### src/rtl/unidad_busqueda.sv
// MIPS32 instruction fetch: PC register, next-PC mux, IF/ID register and one-entry skid buffer.
// Optional macro FETCH_MISALIGN_TRAP_EN: misaligned redirect targets trap to EXC_VECTOR.
module unidad_busqueda #(
    parameter logic [31:0] PC_RESET   = 32'h0000_0000
`ifdef FETCH_MISALIGN_TRAP_EN
    ,
    parameter logic [31:0] EXC_VECTOR = 32'h8000_0180
`endif
) (
    input  logic        clk,
    input  logic        rst_n,
    input  logic [1:0]  fuente_pc,
    input  logic [31:0] dir_rama,
    input  logic [31:0] dir_salto,
    input  logic [31:0] dir_reg,
    input  logic        stall,
    output logic        imem_req,
    output logic [31:0] imem_addr,
    input  logic        imem_ack,
    input  logic [31:0] imem_rdata,
    output logic [31:0] id_instr,
    output logic [31:0] id_pc4,
    output logic        id_valid,
    output logic        excepcion
);

    typedef enum logic [1:0] {
        S_IDLE  = 2'd0,
        S_FETCH = 2'd1,
        S_HOLD  = 2'd2
    } estado_t;

    typedef struct packed {
        logic [31:0] instr;
        logic [31:0] pc4;
    } ifid_t;

    estado_t     r_estado, w_estado_sig;
    logic [31:0] r_pc, w_pc_sig;
    logic [31:0] r_sq_addr, w_sq_addr_sig;
    logic        r_squash, w_squash_sig;
    ifid_t       r_ifid, w_ifid_sig;
    ifid_t       r_skid, w_skid_sig;
    logic        r_ifid_vld, w_ifid_vld_sig;
    logic        r_skid_vld, w_skid_vld_sig;
    ifid_t       w_nuevo;
    logic        w_redir;
    logic        w_xfer;
    logic [31:0] w_target;
    logic [31:0] w_dest;
    logic [31:0] w_pc4;

    assign w_redir = (fuente_pc != 2'b00);
    assign w_xfer  = imem_req & imem_ack;
    assign w_pc4   = r_pc + 32'd4;
    assign w_nuevo = '{instr: imem_rdata, pc4: w_pc4};

    always_comb begin
        case (fuente_pc)
            2'b01:   w_target = dir_rama;
            2'b10:   w_target = dir_salto;
            default: w_target = dir_reg;
        endcase
    end

`ifdef FETCH_MISALIGN_TRAP_EN
    logic w_misalign;
    logic r_exc;

    assign w_misalign = (w_target[1:0] != 2'b00);
    assign w_dest     = w_misalign ? EXC_VECTOR : w_target;

    always_ff @(posedge clk or negedge rst_n) begin
        if (!rst_n) r_exc <= 1'b0;
        else        r_exc <= w_redir & w_misalign;
    end

    assign excepcion = r_exc;
`else
    assign w_dest    = w_target & 32'hFFFF_FFFC;
    assign excepcion = 1'b0;
`endif

    // While a squashed request is still in flight the bus must keep its old address;
    // r_pc already holds the redirect target for the request that follows.
    assign imem_req  = (r_estado == S_FETCH);
    assign imem_addr = r_squash ? r_sq_addr : r_pc;
    assign id_instr  = r_ifid.instr;
    assign id_pc4    = r_ifid.pc4;
    assign id_valid  = r_ifid_vld;

    always_comb begin
        w_estado_sig   = r_estado;
        w_pc_sig       = r_pc;
        w_sq_addr_sig  = r_sq_addr;
        w_squash_sig   = r_squash;
        w_ifid_sig     = r_ifid;
        w_ifid_vld_sig = r_ifid_vld;
        w_skid_sig     = r_skid;
        w_skid_vld_sig = r_skid_vld;

        if (r_ifid_vld && !stall) w_ifid_vld_sig = 1'b0;

        case (r_estado)
            S_IDLE: w_estado_sig = S_FETCH;
            S_FETCH: begin
                if (w_xfer) begin
                    if (r_squash) begin
                        w_squash_sig = 1'b0;
                    end else begin
                        w_pc_sig = w_pc4;
                        if (!r_ifid_vld || !stall) begin
                            w_ifid_sig     = w_nuevo;
                            w_ifid_vld_sig = 1'b1;
                        end else begin
                            w_skid_sig     = w_nuevo;
                            w_skid_vld_sig = 1'b1;
                            w_estado_sig   = S_HOLD;
                        end
                    end
                end
            end
            S_HOLD: begin
                if (!stall) begin
                    w_ifid_sig     = r_skid;
                    w_ifid_vld_sig = 1'b1;
                    w_skid_vld_sig = 1'b0;
                    w_estado_sig   = S_FETCH;
                end
            end
            default: w_estado_sig = S_IDLE;
        endcase

        // Redirect wins over ack, stall and HOLD.
        if (w_redir) begin
            w_pc_sig       = w_dest;
            w_ifid_vld_sig = 1'b0;
            w_skid_vld_sig = 1'b0;
            w_estado_sig   = S_FETCH;
            if (imem_req && !imem_ack) begin
                w_squash_sig = 1'b1;
                if (!r_squash) w_sq_addr_sig = r_pc;
            end else begin
                w_squash_sig = 1'b0;
            end
        end
    end

    always_ff @(posedge clk or negedge rst_n) begin
        if (!rst_n) begin
            r_estado   <= S_IDLE;
            r_pc       <= PC_RESET;
            r_sq_addr  <= 32'd0;
            r_squash   <= 1'b0;
            r_ifid     <= '0;
            r_ifid_vld <= 1'b0;
            r_skid     <= '0;
            r_skid_vld <= 1'b0;
        end else begin
            r_estado   <= w_estado_sig;
            r_pc       <= w_pc_sig;
            r_sq_addr  <= w_sq_addr_sig;
            r_squash   <= w_squash_sig;
            r_ifid     <= w_ifid_sig;
            r_ifid_vld <= w_ifid_vld_sig;
            r_skid     <= w_skid_sig;
            r_skid_vld <= w_skid_vld_sig;
        end
    end

endmodule

### config.mk
export PLATFORM = sky130hd
export DESIGN_NAME = unidad_busqueda
export DESIGN_NICKNAME = d
export VERILOG_FILES = /design/src/rtl/unidad_busqueda.sv
export SDC_FILE = /design/constraint.sdc
export NUM_CORES = 1
export LEC_CHECK = 0
export ABC_AREA = 1
export BUFFER_PORTS_ARGS = -buffer_cell sky130_fd_sc_hd__buf_2
export CORE_MARGIN = 1
export CORE_UTILIZATION = 35
export CTS_CLUSTER_DIAMETER = 100
export CTS_CLUSTER_SIZE = 14
export DETAILED_ROUTE_END_ITERATION = 12
export HOLD_SLACK_MARGIN = 0.03
export MAX_ROUTING_LAYER = met4
export RECOVER_POWER = 100
export SYNTH_ARGS = -nofsm -noshare
export SYNTH_HDL_FRONTEND = slang
export SYNTH_SLANG_ARGS = --single-unit
### constraint.sdc
create_clock -name clk -period 4.4 [get_ports clk]
set_clock_uncertainty 0.1 [all_clocks]
set_input_delay 0.88 -clock clk [delete_from_list [all_inputs] [get_ports clk]]
set_output_delay 0.88 -clock clk [all_outputs]
set_load 0.005 [all_outputs]
Word-level counts from Yosys, hierarchy flattened
Cells that the tools add are included.

cells by class
  $add $sub $neg = 1
  equality and inequality tests = 13
  mux-type cells = 28
  bitwise logic cells = 3
  reduce and logical (&&, ||, !) cells = 17

operators with widths
  cell                                            count
  two-way mux 64 bit                              4
  two-way mux 32 bit                              5
  one-hot mux 64 bit (2 select lines)             1
  one-hot mux 32 bit (2 select lines)             1
  adder 32 x 3 -> 32 bit (second input constant)  1
  two-way mux 1 bit                               10
  two-way mux 2 bit                               5
  AND reduction 4 bit                             2
  nonzero test 2 bit                              4
  != test 2 x 1 -> 1 bit (second input constant)  3
  != test 3 bit (second input constant)           2
  one-hot mux 2 bit (3 select lines)              1
  AND reduction 5 bit                             1
  == test 2 x 1 -> 1 bit (second input constant)  2
  == test 2 bit (second input constant)           2
  != test 2 bit (second input constant)           2
  AND reduction 2 bit                             2
  zero test 1 bit                                 3
  != test 3 x 1 -> 1 bit (second input constant)  1
  != test 3 x 2 -> 1 bit (second input constant)  1
  AND reduction 3 bit                             1
  logical AND 1 bit                               2
  zero test 2 bit                                 1
  NOT 1 bit                                       2
  other kinds (3)                                 3

storage, ports and cells
  register bits = 196
  input port bits = 134
  word-level logic and storage cells = 71

Depth between registers and ports, before layout
  depth after elaboration = 8
  depth in mapped cells = 10

Worst setup path before layout
No wires, ideal clock.

  kind = input -> register
  start = input port fuente_pc[0]
  end = register r_pc[25]
  setup time = 69 ps
  data arrival time = 2011 ps
  data required time = 4231 ps
  setup slack = 2220 ps
  stages = 7
  path through = inv_1 -> ha_1 -> clkbuf_1 -> buf_2 -> clkbuf_1 -> o211ai_1 -> nand3_1

on the way
  cells in the longest elaborated chain, start to end = 3
  elaborated cells between the ends (all ways) = 9
  those cells by class = 3 x eq/ne; 2 x mux; 4 x reduce/logical

RTL lines
  what                                                              line  source
  start: declaration                                                12    input logic [1:0] fuente_pc,
  == test 2 bit (tied with other cells)                             59    case (fuente_pc)
  one-hot mux 32 bit (2 select lines) (tied with other cells)       59
  two-way mux 32 bit / AND reduction 3 bit (equally long branches)  n/a
  end signal: assignment                                            161   r_pc <= w_pc_sig;
  end: declaration                                                  39    logic [31:0] r_pc, w_pc_sig;

Several ways; a longest one is shown, not always the timed one.
A chain may end at the register's enable or synchronous reset.

Final worst setup path
  start = input port fuente_pc[1]
  end = register r_pc[16]

The elaborated chain is that of the path after synthesis.

==> results.json <==
{
  "cellLeakagePower_nw": 5.76,
  "die-area_sq_mm": 0.0287,
  "post_cts_buffers": 0,
  "endpoint_kind": "flop",
  "portBuffers": 223,
  "setup-violations-final": 0,
  "clk_pin_slew_ns": 0.08,
  "die_h_um": 169,
  "dr.pass1.iters": 5,
  "cap_violations": 3,
  "yosys.area.top_type": "dfrtp_1",
  "p_sw_mw": 1.72,
  "rr_startpoint": "r_estado[0]",
  "ioPinCount": 233,
  "ys_ff_latch": 190,
  "synth_top_family_by_area": "simple AND/OR/NAND/NOR gates",
  "drc": 0,
  "synth_mux_area_frac": 0.00115,
  "violations": "capacitance limit, slew limit",
  "grt.overflow.total": 0,
  "powerDensity_mw_per_mm2": 432,
  "synth-simple-area-share": 0.317,
  "seq_area_frac_synth": 0.485,
  "synthFlopType": "dfrtp_1",
  "synthTopCellsByArea": "dfrtp_1 48%, nand2_1 22%, nor2_1 4.8%",
  "maxSlewViolCount": 227,
  "worstSetupPathType": "input pin to flop",
  "netlist_area_sq_mm": 0.00980,
  "final.setup.tns_ns": 0,
  "synthTopCellsByCount": "572 x nand2_1, 190 x dfrtp_1, 125 x nor2_1",
  "yosys_warnings": 0,
  "grt_pass1_wl_mm": 47.0,
  "synthDistinctLibCells": 33,
  "cts_buffers": 17,
  "rr_endpoint": "id_pc4[6]",
  "fillerInstances": 2897,
  "cp-endpoint": "r_pc[16]",
  "syn_inst": 1331,
  "antenna_left": 0,
  "via_per_inst": 4.83,
  "synth_compound_area_frac": 0.117,
  "grt_max_degree": 91,
  "numClockSinks": 190,
  "start_kind": "input pin",
  "synth-xor-area-share": 0.00791,
  "period_needed_ns": 3.26,
  "period_share": 0.741,
  "synthAdderAreaFrac": 0.0102,
  "design.core.area_sq_mm": 0.0273,
  "finalWirelength_mm": 29.1,
  "dpl.hpwl_mm": 20.9,
  "cts_tree": "built",
  "diodes": 0,
  "pwr-share-comb": 0.215,
  "p_sw_frac": 0.342,
  "relSlewSlack": -0.554,
  "worstMarginPinSlew_ns": 2.33,
  "synth_top_area_frac": 0.485,
  "yosysMostFrequentCell": "nand2_1",
  "rr_worst_depth": 7,
  "pwr-share-clk": 0.317,
  "seqPwrFrac": 0.468,
  "grt.total_usage": 0.216,
  "start_util": 0.360,
  "fp-row-count": 60,
  "worstPathArrival_ns": 3.53,
  "dieWidth_um": 169,
  "cp.required_ns": 4.67,
  "ff2ff_setup_slack_ns": 1.24,
  "dr_total_vias": 9172,
  "cp_max_fo": 28,
  "cts_resized": 0,
  "insertion_delay_ns": 0.44,
  "clock_path_buffers": 2,
  "drive_gt1_frac": 0.141,
  "gp_congestion": 0.929,
  "h-tree-depth": 4,
  "areaGrowthSynthToFinish_pct": 18.7,
  "initialDrtViolationCount": 854,
  "synth_edf_count": 0,
  "wl_per_cell_um": 15.3,
  "grt_antenna_before_repair": 0,
  "p_int_mw": 3.30,
  "synth-async-reset-ratio": 1.00,
  "multi_input_area_sq_mm": 0.00445,
  "status": "complete, but fails checks",
  "grt_pass1_vias": 8702,
  "cts_root_buf": "clkbuf_16",
  "vdd_drop_max_mv": 0.234,
  "power_mw": 5.03,
  "cp-startpoint": "fuente_pc[1]",
  "max_freq_ghz": 0.307,
  "grt_setup_unrepaired": "false",
  "layout.area.seq_sq_mm": 0.00475,
  "hold_path_class": "flop to flop",
  "final_nets": 1656,
  "hold_buffers": 0,
  "post_synth.cell_area_avg_sq_um": 7.37,
  "hold_viol": 0
}
## worst max-delay path, stage by stage
cell,delay [ns]
clkbuf_1,0.10
inv_1,0.07
ha_1,0.29
clkbuf_1,0.30
inv_1,0.14
clkbuf_1,1.04
o21ai_0,0.24
a31o_2,0.30
o21ai_0,0.06
o21bai_1,0.12
## cell type report
class                           count  share of cell area
Sequential cell                   190               0.409
Inverter                           67              0.0216
Tap cell                          372              0.0400
Multi-Input combinational cell   1001               0.382
Clock inverter                     15              0.0160
Timing Repair Buffer              237              0.0951
Clock buffer                       17              0.0366
## power groups by stage
| stage | sequential (mW) | clock, mW | combinational (mW) |
|---|---|---|---|
| finish | 2.35 | 1.59 | 1.08 |
| global route | 2.40 | 1.71 | 1.25 |
| CTS | 2.34 | 1.63 | 1.15 |
| detailed placement | 2.38 | 0 | 1.14 |
| global placement | 2.36 | 0 | 1.13 |
| floorplan | 2.34 | 0 | 0.651 |
## per-layer routing
layer,GRT usage,vias up,wire length [um]
met2,0.359,238,14500
li1,-,4631,-
met5,-,-,0
met3,0.0313,34,1200
met1,0.275,4269,12900
met4,0.0603,0,511
## state kept, by name, indices dropped and copies added, names as in the netlist
name / cells
r_pc: 30
r_skid: 62
id_instr: 32
r_estado: 2
r_sq_addr: 32
id_valid: 1
r_squash: 1
id_pc4: 30
## worst min-delay path by stage
stage          cells past startpoint  slack, ns            end           from
5_1_grt                            2       0.39  r_sq_addr[16]  r_sq_addr[16]
3_3_place_gp                       2       0.35     r_skid[52]     r_skid[52]
2_1_floorplan                      2       0.34     r_skid[62]     r_skid[62]
4_1_cts                            2       0.38   r_sq_addr[2]   r_sq_addr[2]
3_5_place_dp                       2       0.36   r_sq_addr[2]   r_sq_addr[2]
6_report                           2       0.38  r_sq_addr[26]  r_sq_addr[26]
## cells by family (layout without fill, tap and decap cells)
family,after synthesis,count (layout)
xor gates and xnor gates,8,8
AOI/OAI and AO/OA,193,193
muxes,1,1
other,1,3
DFF,190,190
and+or+nand+nor,788,788
adders and majority gates,8,8
buffers and inverters,142,336
## per-stage QoR
step / worst slack, ns / hold WS [ns] / instance area [sq um] / cells / util
final: 1.14 / 0.375 / 11600 / 1899 / 0.427
after global routing: 0.745 / 0.389 / 11600 / 1899 / 0.427
after CTS: 1.50 / 0.378 / 11800 / 1899 / 0.432
after detailed placement: 1.41 / 0.359 / 11200 / 1867 / 0.410
after global placement: 1.45 / 0.354 / 11200 / 1867 / 0.410
after floorplan: 2.22 / 0.342 / 9810 / 1333 / -
## cell usage in the layout (no fill, tap or decap), types with 2 or more instances in the layout
cell type / synthesis / routed
a21oi_1: 30 / 30
nand2_1: 572 / 572
clkbuf_1: 32 / 77
a31o_2: 6 / 6
a21boi_0: 2 / 2
inv_2: 6 / 2
clkinv_8: 0 / 5
nand3_1: 74 / 74
clkinv_4: 0 / 3
dfrtp_1: 190 / 190
o21ai_0: 59 / 71
nor2_1: 125 / 128
inv_1: 61 / 65
conb_1: 1 / 3
o22ai_1: 2 / 2
a22oi_1: 2 / 2
xor2_1: 7 / 7
buf_4: 6 / 7
ha_1: 8 / 7
nand2_2: 3 / 3
buf_2: 35 / 147
o211ai_1: 25 / 25
or2_2: 2 / 2
inv_8: 0 / 4
clkbuf_2: 0 / 6
clkbuf_16: 0 / 17
inv_6: 0 / 2
nor2_2: 6 / 4
o21bai_1: 3 / 3
o221ai_1: 4 / 4
a31oi_1: 46 / 46
nor2_4: 4 / 3
No activity file was read; power rests on OpenSTA's default activity.
